## config.mk

```make
export PLATFORM = sky130hd
export DESIGN_NAME = pe_network_interface
export DESIGN_NICKNAME = d
export VERILOG_FILES = /design/src/rtl/pe_network_interface.sv
export SDC_FILE = /design/constraint.sdc
export NUM_CORES = 1
export LEC_CHECK = 0
export CORE_MARGIN = 2
export CORE_UTILIZATION = 42
export CTS_CLUSTER_DIAMETER = 200
export DETAILED_ROUTE_END_ITERATION = 16
export PLACE_DENSITY = 0.76
export SLEW_MARGIN = 25
export SYNTH_ARGS = -nofsm -noshare
export SYNTH_HDL_FRONTEND = slang
export SYNTH_SLANG_ARGS = --single-unit
```

## constraint.sdc

```tcl
create_clock -name clka -period 3 [get_ports clka]
set_input_delay 0.45 -clock clka [delete_from_list [all_inputs] [get_ports clka]]
set_output_delay 0.45 -clock clka [all_outputs]
set_load 0.005 [all_outputs]
```

## src/rtl/pe_network_interface.sv

```systemverilog
// PE-side network interface: injection FIFO with ack/retry, ejection capture.
// Optional ATTO_NI_STATS_EN adds saturating sent/retry/drop counters.
`timescale 1ns/1ps
module pe_network_interface #(
    parameter int DEPTH     = 4,
    parameter int ACK_WAIT  = 3,
    parameter int MAX_RETRY = 7
) (
    input  logic        clka,
    input  logic        rsta,
    input  logic        inj_valid,
    input  logic [47:0] inj_data,
    output logic        inj_ready,
    output logic [47:0] channel_dout,
    output logic [1:0]  diff_pair_dout,
    input  logic        r2pe_ack_din,
    input  logic [39:0] channel_din,
    input  logic [1:0]  diff_pair_din,
    output logic        eject_valid,
    output logic [39:0] eject_data,
    output logic        drop_pulse
`ifdef ATTO_NI_STATS_EN
    ,
    output logic [15:0] stat_sent,
    output logic [15:0] stat_retry,
    output logic [7:0]  stat_drop
`endif
);
    localparam int AW = $clog2(DEPTH);
    localparam int WW = $clog2(ACK_WAIT);

    typedef enum logic {S_IDLE, S_WAIT} state_t;

    state_t        state;
    logic [47:0]   mem [DEPTH];
    logic [AW:0]   wr_ptr;
    logic [AW:0]   rd_ptr;
    logic [WW-1:0] wcnt;
    logic [7:0]    retry;
    logic          eject_ph;

    logic full;
    logic empty;
    logic push;
    logic timeout;
    logic retry_max;
    logic ack_pop;
    logic retx;
    logic drop_ev;

    assign full = (wr_ptr[AW] != rd_ptr[AW]) &&
                  (wr_ptr[AW-1:0] == rd_ptr[AW-1:0]);
    assign empty     = (wr_ptr == rd_ptr);
    assign inj_ready = !full;
    assign push      = inj_valid && !full;

    assign timeout   = (wcnt == WW'(ACK_WAIT - 1));
    assign retry_max = (retry == 8'(MAX_RETRY));

    // An ack in the same cycle as a timeout wins over retransmit/drop.
    assign ack_pop = (state == S_WAIT) && r2pe_ack_din;
    assign retx    = (state == S_WAIT) && !r2pe_ack_din && timeout && !retry_max;
    assign drop_ev = (state == S_WAIT) && !r2pe_ack_din && timeout && retry_max;

    always_ff @(posedge clka) begin
        if (push) begin
            mem[wr_ptr[AW-1:0]] <= inj_data;
        end
    end

    always_ff @(posedge clka or negedge rsta) begin
        if (!rsta) begin
            wr_ptr <= '0;
            rd_ptr <= '0;
        end else begin
            if (push) begin
                wr_ptr <= wr_ptr + 1'b1;
            end
            if (ack_pop || drop_ev) begin
                rd_ptr <= rd_ptr + 1'b1;
            end
        end
    end

    always_ff @(posedge clka or negedge rsta) begin
        if (!rsta) begin
            state          <= S_IDLE;
            channel_dout   <= '0;
            diff_pair_dout <= 2'b01;
            wcnt           <= '0;
            retry          <= '0;
            drop_pulse     <= 1'b0;
        end else begin
            drop_pulse <= 1'b0;
            unique case (state)
                S_IDLE: begin
                    if (!empty) begin
                        channel_dout   <= mem[rd_ptr[AW-1:0]];
                        diff_pair_dout <= ~diff_pair_dout;
                        wcnt           <= '0;
                        retry          <= '0;
                        state          <= S_WAIT;
                    end
                end
                S_WAIT: begin
                    if (ack_pop) begin
                        state <= S_IDLE;
                    end else if (retx) begin
                        diff_pair_dout <= ~diff_pair_dout;
                        retry          <= retry + 1'b1;
                        wcnt           <= '0;
                    end else if (drop_ev) begin
                        drop_pulse <= 1'b1;
                        state      <= S_IDLE;
                    end else begin
                        wcnt <= wcnt + 1'b1;
                    end
                end
            endcase
        end
    end

    // Words with equal bits are glitches and leave the stored phase alone.
    always_ff @(posedge clka or negedge rsta) begin
        if (!rsta) begin
            eject_ph    <= 1'b0;
            eject_valid <= 1'b0;
            eject_data  <= '0;
        end else begin
            eject_valid <= 1'b0;
            if ((diff_pair_din[1] ^ diff_pair_din[0]) &&
                (diff_pair_din[1] != eject_ph)) begin
                eject_ph    <= diff_pair_din[1];
                eject_valid <= 1'b1;
                eject_data  <= channel_din;
            end
        end
    end

`ifdef ATTO_NI_STATS_EN
    always_ff @(posedge clka or negedge rsta) begin
        if (!rsta) begin
            stat_sent  <= '0;
            stat_retry <= '0;
            stat_drop  <= '0;
        end else begin
            if (ack_pop && stat_sent != '1) begin
                stat_sent <= stat_sent + 1'b1;
            end
            if (retx && stat_retry != '1) begin
                stat_retry <= stat_retry + 1'b1;
            end
            if (drop_ev && stat_drop != '1) begin
                stat_drop <= stat_drop + 1'b1;
            end
        end
    end
`endif

endmodule

```

==> flow_summary.json <==
{
  "status": "finished clean",
  "setup_tns_ns": 0,
  "dieHeight_um": 169,
  "min_path_type": "in2async",
  "yosysMostFrequentCell": "edfxtp_1",
  "worst_slew_pin_slew_ns": 0.737,
  "irDropWorstVdd_v": 0.000679,
  "grtUsageMet3_pct": 4.06,
  "drive_gt1_share_pct": 26.9,
  "worstPathMaxFanout": 4,
  "syn_area_per_cell_um2": 21.1,
  "worstPathArrival_ns": 1.95,
  "antenna_found_initial": 2,
  "path_clk_slew_ns": 0.06,
  "fillers": 2077,
  "cts_tree": "yes",
  "top_usage_layer": "met2",
  "tritoncts_num_sinks": 302,
  "rsz0062_at_grt": "no",
  "grt_pass1_vias": 6038,
  "p_leak_nw": 5.38,
  "synth-main-ff-cell": "edfxtp_1",
  "synth.distinct_cells": 39,
  "clock_latency_ns": 0.54,
  "crit_type": "reg2out",
  "grtUsageTotal_pct": 15.1,
  "powerDensity_nw_per_um2": 979,
  "dr.first_iter.drc_count": 291,
  "firstDrtPassIters": 4,
  "port_buffers": 186,
  "synth_edf_count": 192,
  "viasPerCell": 5.03,
  "worstReg2RegEnd": "mem[0][46]$_DFFE_PP_",
  "synthCells": 543,
  "numCtsBuffers": 31,
  "fp.coreArea_um2": 26900,
  "grt_pass1_wl_um": 33600,
  "fin_hold_ws_ns": 0.338,
  "fmax_mhz": 416,
  "synth_top_area_share_pct": 50.3,
  "layout.nets": 858,
  "pre_cts_ws_ns": 0.729,
  "synth_seq_area_share_pct": 74.3,
  "hold_violations": 0,
  "fin_crit_ns": 2.40,
  "clock_path_buffers": 3,
  "wire_per_inst_um": 19.1,
  "relSlewSlack_pct": 50.9,
  "crit_path_end_kind": "output pin",
  "yosys.area.top_type": "edfxtp_1",
  "num_vias": 5647,
  "yosys_warnings": 0,
  "setup_violations": 0,
  "maxCapViolCount": 0,
  "ios": 187,
  "synthTopCellsByArea": "edfxtp_1 (50%), dfrtp_1 (24%), mux4_2 (9.2%), mux2_2 (5.9%), mux2_4 (3.9%)",
  "async_reset_ff_share_pct": 36.4,
  "drc": 0,
  "ant_nets": 0,
  "grt_start_max_net_pins": 58,
  "core.rowCount": 60,
  "ys_top_cells_by_count": "edfxtp_1 (192), dfrtp_1 (109), mux2_2 (60)",
  "place.gp.congestion": 0.733,
  "reg2reg_from": "rd_ptr[0]$_DFFE_PN0P_",
  "syn_nets": 644,
  "final_util_pct": 54.9,
  "fin_ws_ns": 0.596,
  "synth_seq_cells": 302,
  "htree_levels": 1,
  "finalWirelength_um": 21500,
  "dpl.hpwl_um": 13400,
  "grt_use_met2_pct": 26.0,
  "crit_required_ns": 2.55,
  "grt_util_met1_pct": 19.1,
  "skew_ns": 0.00910,
  "synth_area_um2": 11500,
  "cts-root-buf": "clkbuf_16",
  "power_mw": 14.5,
  "worst_r2r_path_depth": 5,
  "fp.dieArea_um2": 28600,
  "start_util_pct": 42.7,
  "r2r_slack_ns": 0.99,
  "slew_violations": 0,
  "area_growth_pct": 28.7,
  "fp.dieW_um": 169,
  "grt_remaining_overflow": 0,
  "cp-start-kind": "flip-flop",
  "post-route-period-util_pct": 80.1,
  "cts_resized": 0
}
==> worst max-delay path, stage by stage, from the launching register on <==
cell	delay [ns]
dfrtp_4	0.50
xnor2_2	0.28
nand3_1	0.16
clkdlybuf4s50_1	0.47
==> registers in the layout (all words and copies together) (netlist names), 2 cells and up <==
signal	flops
mem	192
channel_dout	48
eject_data	40
retry	8
rd_ptr	3
wr_ptr	3
diff_pair_dout	2
wcnt	2
==> timing repair <==
action / 4_1_cts / 5_1_grt
hold buffers: 1 / 0
endpoints found under the hold margin: 20 / 0
buffers inserted: 0 / 0
==> report_power, final <==
part | leakage (nW) | switching, mW | internal, mW
registers | 3.07 | 0.465 | 5.69
clock network | 0.456 | 1.49 | 2.00
logic | 1.86 | 1.93 | 2.88
==> placed cells by master (no fill, tap or decap), drive strengths merged <==
cell type | netlist | layout
nand2 | 4 | 4
clkbuf | 3 | 40
mux2 | 90 | 90
nor4 | 1 | 1
nand4 | 2 | 2
nand2b | 3 | 3
and4b | 1 | 1
buf | 19 | 17
dfrtp | 109 | 109
clkinvlp | 0 | 2
inv | 7 | 7
nand3 | 4 | 4
and3 | 1 | 1
and2 | 6 | 6
a211o | 1 | 1
edfxtp | 192 | 192
a21oi | 1 | 1
nand3b | 2 | 2
mux4 | 48 | 48
dlygate4sd3 | 0 | 1
nor3 | 1 | 1
a211oi | 2 | 2
o32ai | 1 | 1
clkinv | 0 | 14
ha | 7 | 7
o21ai | 5 | 5
and3b | 2 | 2
mux2i | 1 | 1
clkdlybuf4s50 | 0 | 185
diode | 0 | 1
xnor2 | 11 | 11
xor2 | 4 | 4
nor2 | 10 | 10
bufinv | 0 | 1
a31oi | 2 | 2
dfstp | 1 | 1
or3 | 1 | 1
o21bai | 1 | 1
==> routing by layer <==
metal	part of all wire, %	wire length [um]
met5	0.061	13
met2	49	10500
met3	7.7	1650
met1	42	8960
met4	1.7	361
==> metrics by stage <==
stage	instances	instance area, um2
after floorplan	543	11500
after global placement	1064	13800
after detailed placement	1064	13800
after CTS	1122	14800
after global routing	1122	14800
final	1123	14800
==> worst max-delay path by stage <==
| stage | start | endpoint |
|---|---|---|
| final | rd_ptr[0]$_DFFE_PN0P_ | inj_ready |
| after detailed placement | inj_valid | mem[0][4]$_DFFE_PP_ |
| after CTS | rd_ptr[0]$_DFFE_PN0P_ | inj_ready |
| after global placement | inj_valid | mem[0][36]$_DFFE_PP_ |
| after global routing | rd_ptr[0]$_DFFE_PN0P_ | inj_ready |
| after floorplan | rd_ptr[1]$_DFFE_PN0P_ | mem[3][0]$_DFFE_PP_ |
==> final cells by class <==
| type | instances | area (um2) | area share (%) |
|---|---|---|---|
| multi-input cells | 212 | 2780 | 18.9 |
| flip-flops and latches | 302 | 8520 | 57.8 |
| well taps | 341 | 427 | 2.89 |
| clock inverters | 17 | 113 | 0.763 |
| clock buffers | 40 | 820 | 5.55 |
| inverters | 7 | 26.3 | 0.178 |
| repair buffers | 203 | 2060 | 14.0 |
| diodes | 1 | 2.50 | 0.0170 |
==> cells by family (layout without fill, tap and decap cells) <==
group,Yosys count,count (layout),synth area share (%)
AO/OA/AOI/OAI,13,13,0.720
XOR/XNOR,15,15,1.28
adder cells (fa/ha/maj),7,7,0.764
buffers and inverters,29,267,1.71
flip-flops,302,302,74.3
multiplexers,139,139,19.4
other,0,1,0
AND/OR/NAND/NOR,38,38,1.87
No activity file was read; power rests on OpenSTA's default activity.
